<file path="src/rtl/rx_deserializer.sv">
// UART receive deserializer: collects LSB-first data, parity and stop samples
// under the framing FSM's stage indicators and holds one word for the host.
module rx_deserializer #(
   parameter int INPUT_DATA_WIDTH = 8,
   parameter int PARITY_TYPE      = 0
) (
   input  logic                        clk,
   input  logic                        reset,
   input  logic                        serial_in,
   input  logic                        sampling_strobe,
   input  logic                        data_is_available,
   input  logic                        is_parity_stage,
   input  logic                        data_is_valid,
   output logic [INPUT_DATA_WIDTH-1:0] rx_data,
   output logic                        rx_data_valid,
   input  logic                        rx_data_ready,
   output logic                        parity_error,
   output logic                        framing_error,
   output logic                        overrun_error
);
   localparam int W  = INPUT_DATA_WIDTH;
   localparam int CW = $clog2(INPUT_DATA_WIDTH + 1);
   localparam logic [CW-1:0] LAST = CW'(INPUT_DATA_WIDTH);
   localparam logic PODD = (PARITY_TYPE != 0);

   typedef enum logic [1:0] {F_IDLE, F_DATA, F_PARITY, F_STOP} state_t;

   state_t          state_q;
   logic [CW-1:0]   cnt_q, cnt_d;
   logic [W-1:0]    shift_q, shift_d;
   logic            parity_q;
   logic [W-1:0]    rx_data_q;
   logic            valid_q, perr_q, ferr_q, ovr_q;
   logic            perr_d;
   logic            d_evt, p_evt, s_evt, no_stage;

   assign d_evt    = sampling_strobe & data_is_available;
   assign p_evt    = sampling_strobe & is_parity_stage;
   assign s_evt    = sampling_strobe & data_is_valid;
   // Indicators are contiguous across a frame; a gap means it was abandoned.
   assign no_stage = ~(data_is_available | is_parity_stage | data_is_valid);

   always_comb begin
      cnt_d   = cnt_q + 1'b1;
      shift_d = {serial_in, shift_q[W-1:1]};
      perr_d  = (^shift_q) ^ parity_q ^ PODD;
   end

   always_ff @(posedge clk or negedge reset) begin
      if (!reset) begin
         state_q   <= F_IDLE;
         cnt_q     <= '0;
         shift_q   <= '0;
         parity_q  <= 1'b0;
         rx_data_q <= '0;
         valid_q   <= 1'b0;
         perr_q    <= 1'b0;
         ferr_q    <= 1'b0;
         ovr_q     <= 1'b0;
      end else begin
         if (valid_q && rx_data_ready) valid_q <= 1'b0;
         case (state_q)
            F_IDLE: begin
               if (d_evt) begin
                  shift_q <= shift_d;
                  cnt_q   <= 1;
                  state_q <= F_DATA;
               end
            end
            F_DATA: begin
               if (d_evt) begin
                  shift_q <= shift_d;
                  cnt_q   <= cnt_d;
                  if (cnt_d == LAST) state_q <= F_PARITY;
               end else if (no_stage) begin
                  cnt_q   <= '0;
                  state_q <= F_IDLE;
               end
            end
            F_PARITY: begin
               if (p_evt) begin
                  parity_q <= serial_in;
                  state_q  <= F_STOP;
               end else if (no_stage) begin
                  cnt_q   <= '0;
                  state_q <= F_IDLE;
               end
            end
            F_STOP: begin
               if (s_evt) begin
                  // Commit overrides the handshake clear above.
                  rx_data_q <= shift_q;
                  perr_q    <= perr_d;
                  ferr_q    <= ~serial_in;
                  ovr_q     <= valid_q & ~rx_data_ready;
                  valid_q   <= 1'b1;
                  cnt_q     <= '0;
                  state_q   <= F_IDLE;
               end else if (no_stage) begin
                  cnt_q   <= '0;
                  state_q <= F_IDLE;
               end
            end
            default: state_q <= F_IDLE;
         endcase
      end
   end

   assign rx_data       = rx_data_q;
   assign rx_data_valid = valid_q;
   assign parity_error  = perr_q;
   assign framing_error = ferr_q;
   assign overrun_error = ovr_q;
endmodule

</file>
<file path="config.mk">
export PLATFORM = sky130hd
export DESIGN_NAME = rx_deserializer
export DESIGN_NICKNAME = d
export VERILOG_FILES = /design/src/rtl/rx_deserializer.sv
export SDC_FILE = /design/constraint.sdc
export NUM_CORES = 1
export LEC_CHECK = 0
export BUFFER_PORTS_ARGS = -buffer_cell sky130_fd_sc_hd__buf_4
export CORE_ASPECT_RATIO = 0.9
export CORE_MARGIN = 3
export CORE_UTILIZATION = 54
export CTS_CLUSTER_DIAMETER = 60
export DETAILED_ROUTE_END_ITERATION = 8
export PLACE_DENSITY = 0.75
export SLEW_MARGIN = 20
export SYNTH_ARGS = -nofsm -noshare
export SYNTH_HDL_FRONTEND = slang
export SYNTH_SLANG_ARGS = --single-unit
</file>
<file path="constraint.sdc">
create_clock -name clk -period 1.78 [get_ports clk]
set_clock_uncertainty 0.15 [all_clocks]
set_input_delay 0.089 -clock clk [delete_from_list [all_inputs] [get_ports clk]]
set_output_delay 0.089 -clock clk [all_outputs]
set_load 0.03 [all_outputs]
</file>
==> results of run 1 <==
state kept, by name, summed over array words and instances, names as in the netlist:
register and flops:
parity_error 1, state_q 2, cnt_q 4, framing_error 1
parity_q 1, overrun_error 1, rx_data 8, rx_data_valid 1
shift_q 8
per-stage QoR:
| stage | worst slack, ns | power [uW] | util [%] | cells | hold WS [ns] |
|---|---|---|---|---|---|
| 2_1_floorplan | 0.308 | 2040 | - | 106 | -0.357 |
| 3_3_place_gp | 0.275 | 2330 | 64.9 | 149 | -0.138 |
| 3_5_place_dp | 0.217 | 2400 | 64.9 | 149 | -0.133 |
| 4_1_cts | 0.199 | 2660 | 67.4 | 156 | 0.0245 |
| 5_1_grt | 0.0831 | 2850 | 67.4 | 156 | 0.0518 |
| 6_report | 0.184 | 2640 | 67.4 | 156 | 0.0330 |
path summary, 6_finish.rpt:
kind	end	cells past startpoint	slack, ns	start
worst min-delay path	state_q[0]$_DFFE_PN0P_	3	0.03	is_parity_stage
worst min register to register	framing_error$_DFFE_PN0P_	2	0.35	framing_error$_DFFE_PN0P_
worst max-delay path	parity_q$_DFFE_PN0P_	3	0.18	state_q[1]$_DFFE_PN0P_
max in group asynchronous	rx_data[0]$_DFFE_PN0P_	2	1.19	reset
min in group asynchronous	shift_q[7]$_DFFE_PN0P_	2	0.04	reset
worst max register to register	parity_q$_DFFE_PN0P_	3	0.18	state_q[1]$_DFFE_PN0P_
kinds of logic after synthesis:
family	Yosys count	synth area share, %
AOI/OAI and AO/OA	20	10.4
adders and majority gates	1	0.977
xor gates and xnor gates	10	7.92
and+or+nand+nor	24	10.1
muxes	17	15.0
DFF	27	52.8
buffers and inverters	7	2.93
layer usage:
| metal | up-vias | track usage [%] | part of all wire, % |
|---|---|---|---|
| met1 | 431 | 23.2 | 48 |
| met3 | 2 | 5.42 | 3.5 |
| met2 | 20 | 31.2 | 47 |
| li1 | 420 | - | - |
| met5 | - | 0 | 0 |
| met4 | 0 | 5.41 | 0.73 |
synthesized netlist by cell type (2+ instances only):
| cell | count |
|---|---|
| o21ai_0 | 6 |
| nand3_1 | 2 |
| nand2b_1 | 2 |
| buf_2 | 3 |
| dfrtp_1 | 27 |
| nand2_1 | 12 |
| a32o_1 | 2 |
| xor2_1 | 4 |
| mux2_2 | 16 |
| buf_4 | 2 |
| xnor2_1 | 5 |
| a21oi_1 | 5 |
| nor2_1 | 2 |
worst max-delay path, delay by kind of cell (launching register included):
family	cells	cell delay, ns
simple gates	1	0.39
flops	1	0.54
buf+inv	1	0.09
mux	1	0.33
power groups by stage:
stage	Sequential (uW)	Combinational, uW	Clock [uW]
after global placement	1130	1190	0
after detailed placement	1150	1250	0
after floorplan	1270	767	0
final	1140	1240	259
after global routing	1190	1360	302
after CTS	1130	1260	268
area by class of cell:
| type | instances | area, sq um |
|---|---|---|
| multi-input cells | 72 | 567 |
| well taps | 27 | 33.8 |
| inverters | 2 | 7.51 |
| repair buffers | 24 | 188 |
| fillers | 175 | 724 |
| flip-flops and latches | 27 | 676 |
| clock buffers | 4 | 26.3 |
==> flow_metrics.env, run 1 <==
export IMPL_outcome="completed"
export IMPL_crit_chain="inv_2 -> or3_1 -> mux2_1"
export IMPL_drt_iter0_markers=25
export IMPL_die_height_um=52.2
export IMPL_mostFrequentLayoutCells="dfrtp_1, buf_4, mux2_2, nand2_1, o21ai_0"
export IMPL_powerDensity_mw_per_mm2=1760
export IMPL_tritoncts="built"
export IMPL_sequentialPowerShare_pct=43.2
export IMPL_setup_violations=0
export IMPL_synth_nets=115
export IMPL_fin_nets=139
export IMPL_fin_crit_ns=1.60
export IMPL_dieArea_sq_mm=0.00299
export IMPL_min_path_type="input pin to register"
export IMPL_dpl_instance_area_sq_mm=0.00144
export IMPL_ctsHoldBuffers=3
export IMPL_antenna_found_initial=0
export IMPL_crit_slowest_cell="dfrtp_1"
export IMPL_drc_errors=0
export IMPL_diodes=0
export IMPL_rsz0062_at_grt="no"
export IMPL_synth_edf_count=0
export IMPL_dp_hpwl_um=1660
export IMPL_worstSetupStartpointType="register"
export IMPL_p_switching_uw=1040
export IMPL_synth_area_sq_mm=0.00128
export IMPL_grt_pass1_vias=882
export IMPL_rows=16
export IMPL_clkLatencyLatePin_ns=0.32
export IMPL_cts_resized=0
export IMPL_fin_area_sq_mm=0.00150
export IMPL_vias_per_cell=5.60
export IMPL_ys_ff_latch=27
export IMPL_drtAntennaViolNets=0
export IMPL_wl_um=2340
export IMPL_cellLeakagePower_uw=0.000705
export IMPL_slew_headroom_pct=74.3
export IMPL_finalSetupTns_ns=0
export IMPL_htreeDepth=1
export IMPL_endpoint_kind="register"
export IMPL_swShare_pct=39.3
export IMPL_wl_per_cell_um=15.0
export IMPL_coreArea_sq_mm=0.00222
export IMPL_fmax_ghz=0.626
export IMPL_combPwrFrac_pct=47.0
export IMPL_area_growth_synth_to_final_pct=17.0
export IMPL_yosys_area_top_type_share_pct=52.8
export IMPL_synth_flop_cell="dfrtp_1"
export IMPL_initial_core_util_pct=57.6
export IMPL_yosysWarnings=0
export IMPL_clockBufferDepth=2
export IMPL_slew_viol_final=0
export IMPL_grt_pass1_wl_um=4150
export IMPL_synth_top_area_cell="dfrtp_1"
export IMPL_cp_max_fo=9
export IMPL_peakVddDrop_mv=1.25
export IMPL_syn_area_per_cell_sq_um=12.1
export IMPL_vias=873
export IMPL_numPortBuffers=19
export IMPL_power_frac_clock_pct=9.8
export IMPL_dr_pass1_iters=4
export IMPL_grt_max_degree=28
export IMPL_internal_power_uw=1600
export IMPL_cp_data_required_time_ns=1.85
export IMPL_numCtsBuffers=3
export IMPL_cts_sinks=27
export IMPL_ios=20
export IMPL_layout_commonest_cell="dfrtp_1"
export IMPL_grt_use_total_pct=18.5
export IMPL_path_clk_slew_ns=0.14
export IMPL_finalHoldViolations=0
export IMPL_cts_setup_buffers=0
export IMPL_arrival_ns=1.66
export IMPL_critPathMaxStageDelay_ns=0.54
export IMPL_synth_area_leaders="dfrtp_1, mux2_2, nand2_1, xnor2_1, xor2_1"
export IMPL_seq_area_frac_synth_pct=52.8
export IMPL_fp_dieW_um=57.3
export IMPL_drive_above_1_share_pct=34.9
export IMPL_tightest_slew_ns=0.386
export IMPL_synth_async_reset_ratio_pct=100
export IMPL_fin_crit_sh_pct=89.7
export IMPL_synth_cells=106
export IMPL_drv_cap=0
export IMPL_cts_root_buf="clkbuf_4"
export IMPL_critPathKind="register to register"
export IMPL_overflow=0
export IMPL_ys_types=31
export IMPL_place_gp_congestion=0.793
Note: power is estimated with default switching activity, not from simulation.
==> inputs of run 2 (changes only) <==
Settings changed: CELL_PAD_IN_SITES_DETAIL_PLACEMENT set to 2, CELL_PAD_IN_SITES_GLOBAL_PLACEMENT set to 2, CORE_MARGIN 3 to 1, CORE_UTILIZATION 54 to 36, PLACE_DENSITY 0.75 to 0.74.
==> run 2 against run 1 <==
Critical path depth is the same. Sequential cell count is the same. Global-route usage shrank 2.2 points. Cell area grew 3.7%. Count of clock-buffer cells in the layout is the same. Fmax shrank 0.14%. Sequential share of layout area shrank 1.6 points. Sequential power is essentially flat. Register-to-register slack is essentially flat. Wire length grew 19%. Largest power group unchanged.
==> flow_metrics.env, run 2 (synthesized netlist as in run 1, its figures left out) <==
export IMPL_diodes=0
export IMPL_die_height_um=58.6
export IMPL_vias_per_cell=5.21
export IMPL_clkLatencyLatePin_ns=0.28
export IMPL_hold_start="is_parity_stage"
export IMPL_mostFrequentLayoutCells="dfrtp_1, buf_4, mux2_2, nand2_1, o21ai_0"
export IMPL_worstReg2RegStart="state_q[1]$_DFFE_PN0P_"
export IMPL_outcome="completed"
export IMPL_fmax_ghz=0.626
export IMPL_endpoint_kind="register"
export IMPL_area_growth_synth_to_final_pct=21.3
export IMPL_drtAntennaViolNets=0
export IMPL_antenna_found_initial=0
export IMPL_htreeDepth=1
export IMPL_tightest_slew_ns=0.347
export IMPL_tritoncts="built"
export IMPL_overflow=0
export IMPL_fillers=360
export IMPL_crit_chain="inv_2 -> or3_1 -> mux2_1"
export IMPL_cts_root_buf="clkbuf_8"
export IMPL_dp_hpwl_um=2090
export IMPL_slew_headroom_pct=76.7
export IMPL_fin_crit_sh_pct=89.8
export IMPL_ios=20
export IMPL_critPathKind="register to register"
export IMPL_grt_pass1_vias=942
export IMPL_power_frac_clock_pct=12.7
export IMPL_cts_setup_buffers=0
export IMPL_finalSetupTns_ns=0
export IMPL_critPathMaxStageDelay_ns=0.54
export IMPL_power_uw=2760
export IMPL_sequentialPowerShare_pct=40.5
export IMPL_powerDensity_mw_per_mm2=1780
export IMPL_finalHoldViolations=0
export IMPL_combPwrFrac_pct=46.8
export IMPL_clockBufferDepth=2
export IMPL_numCtsBuffers=3
export IMPL_grt_pass1_wl_um=4640
export IMPL_cp_data_required_time_ns=1.80
export IMPL_peakVddDrop_mv=0.963
export IMPL_fin_nets=141
export IMPL_fin_crit_ns=1.60
export IMPL_placed_cells=168
export IMPL_min_path_cells=3
export IMPL_dieArea_sq_mm=0.00380
export IMPL_slew_viol_final=0
export IMPL_path_clk_slew_ns=0.10
export IMPL_numPortBuffers=19
export IMPL_drt_iter0_markers=12
export IMPL_coreArea_sq_mm=0.00338
export IMPL_worst_slack_ns=0.182
export IMPL_hold_path_end="state_q[0]$_DFFE_PN0P_"
export IMPL_place_gp_congestion=0.761
export IMPL_rows=20
export IMPL_wl_um=2790
export IMPL_setup_violations=0
export IMPL_reg2reg_to="parity_q$_DFFE_PN0P_"
export IMPL_drive_above_1_share_pct=35.9
export IMPL_reg2reg_slack_ns=0.18
export IMPL_rr_worst_depth=3
export IMPL_grt_max_degree=28
export IMPL_crit_slowest_cell="dfrtp_1"
export IMPL_cellLeakagePower_uw=0.000723
export IMPL_p_switching_uw=1070
export IMPL_dr_pass1_iters=4
export IMPL_vias=911
export IMPL_worstSetupStartpointType="register"
export IMPL_fp_dieW_um=64.9
export IMPL_grt_use_total_pct=16.3
export IMPL_arrival_ns=1.62
export IMPL_initial_core_util_pct=37.9
export IMPL_internal_power_uw=1700
export IMPL_swShare_pct=38.6
export IMPL_cp_max_fo=9
export IMPL_wl_per_cell_um=15.9
export IMPL_drc_errors=0
export IMPL_cts_sinks=27
export IMPL_layout_commonest_cell="dfrtp_1"
export IMPL_pre_cts_slack_ns=0.201
export IMPL_min_path_type="input pin to register"
export IMPL_rsz0062_at_grt="no"
export IMPL_drv_cap=0
export IMPL_final_cells=175
[run 2: changes by cell type in the layout (fill, tap and decap cells not counted), sizes merged]
cell,change
buf,+2
[run 2: metal layers]
layer / up-vias / global-route usage [%] / wire length, um
met1: 465 / 22.2 / 1370
met4: 0 / 3.81 / 23
met5: - / 0 / 0
met3: 5 / 4.07 / 86
li1: 426 / - / -
met2: 15 / 26.2 / 1310
[run 2: final cells by class]
type                            count  area, sq um  share of cell area, %
Timing Repair Buffer               26          203                   13.1
Sequential cell                    27          676                   43.5
Tap cell                           44         55.1                   3.55
Multi-Input combinational cell     72          567                   36.5
Inverter                            2         7.51                  0.483
Clock buffer                        4         45.0                   2.90
[run 2: repair_timing]
| action | in CTS | in global routing |
|---|---|---|
| resized for setup | 0 | 0 |
| hold buffers | 3 | 0 |
| endpoints found under the hold margin | 32 | 0 |
[run 2: worst max path at each step]
| stage | end | slack, ns | depth (start not counted) | from |
|---|---|---|---|---|
| 3_5_place_dp | parity_q$_DFFE_PN0P_ | 0.20 | 3 | state_q[1]$_DFFE_PN0P_ |
| 2_1_floorplan | shift_q[3]$_DFFE_PN0P_ | 0.31 | 4 | state_q[1]$_DFFE_PN0P_ |
| 3_3_place_gp | parity_q$_DFFE_PN0P_ | 0.25 | 3 | state_q[1]$_DFFE_PN0P_ |
| 6_report | parity_q$_DFFE_PN0P_ | 0.18 | 3 | state_q[1]$_DFFE_PN0P_ |
| 5_1_grt | cnt_q[0]$_DFFE_PN0P_ | 0.10 | 4 | state_q[1]$_DFFE_PN0P_ |
| 4_1_cts | parity_q$_DFFE_PN0P_ | 0.19 | 3 | state_q[1]$_DFFE_PN0P_ |
[run 2: critical path, delay by kind of cell, from the launching register on]
family        cells  cell delay [ns]
flops             1             0.54
mux               1             0.32
simple gates      1             0.39
buf+inv           1             0.09
[run 2: power groups by stage]
stage | logic (uW) | registers, uW | clock network, uW
3_3_place_gp | 1260 | 1120 | 0
5_1_grt | 1410 | 1170 | 387
6_report | 1290 | 1120 | 350
4_1_cts | 1320 | 1130 | 371
2_1_floorplan | 767 | 1270 | 0
3_5_place_dp | 1310 | 1150 | 0
[run 2: through the flow]
step           utilization, %  hold WS, ns  instance area, sq um
2_1_floorplan               -       -0.357                  1280
4_1_cts                  46.0       0.0718                  1550
3_3_place_gp             43.7       -0.130                  1480
6_report                 46.0       0.0867                  1550
3_5_place_dp             43.7       -0.121                  1480
5_1_grt                  46.0       0.0822                  1550
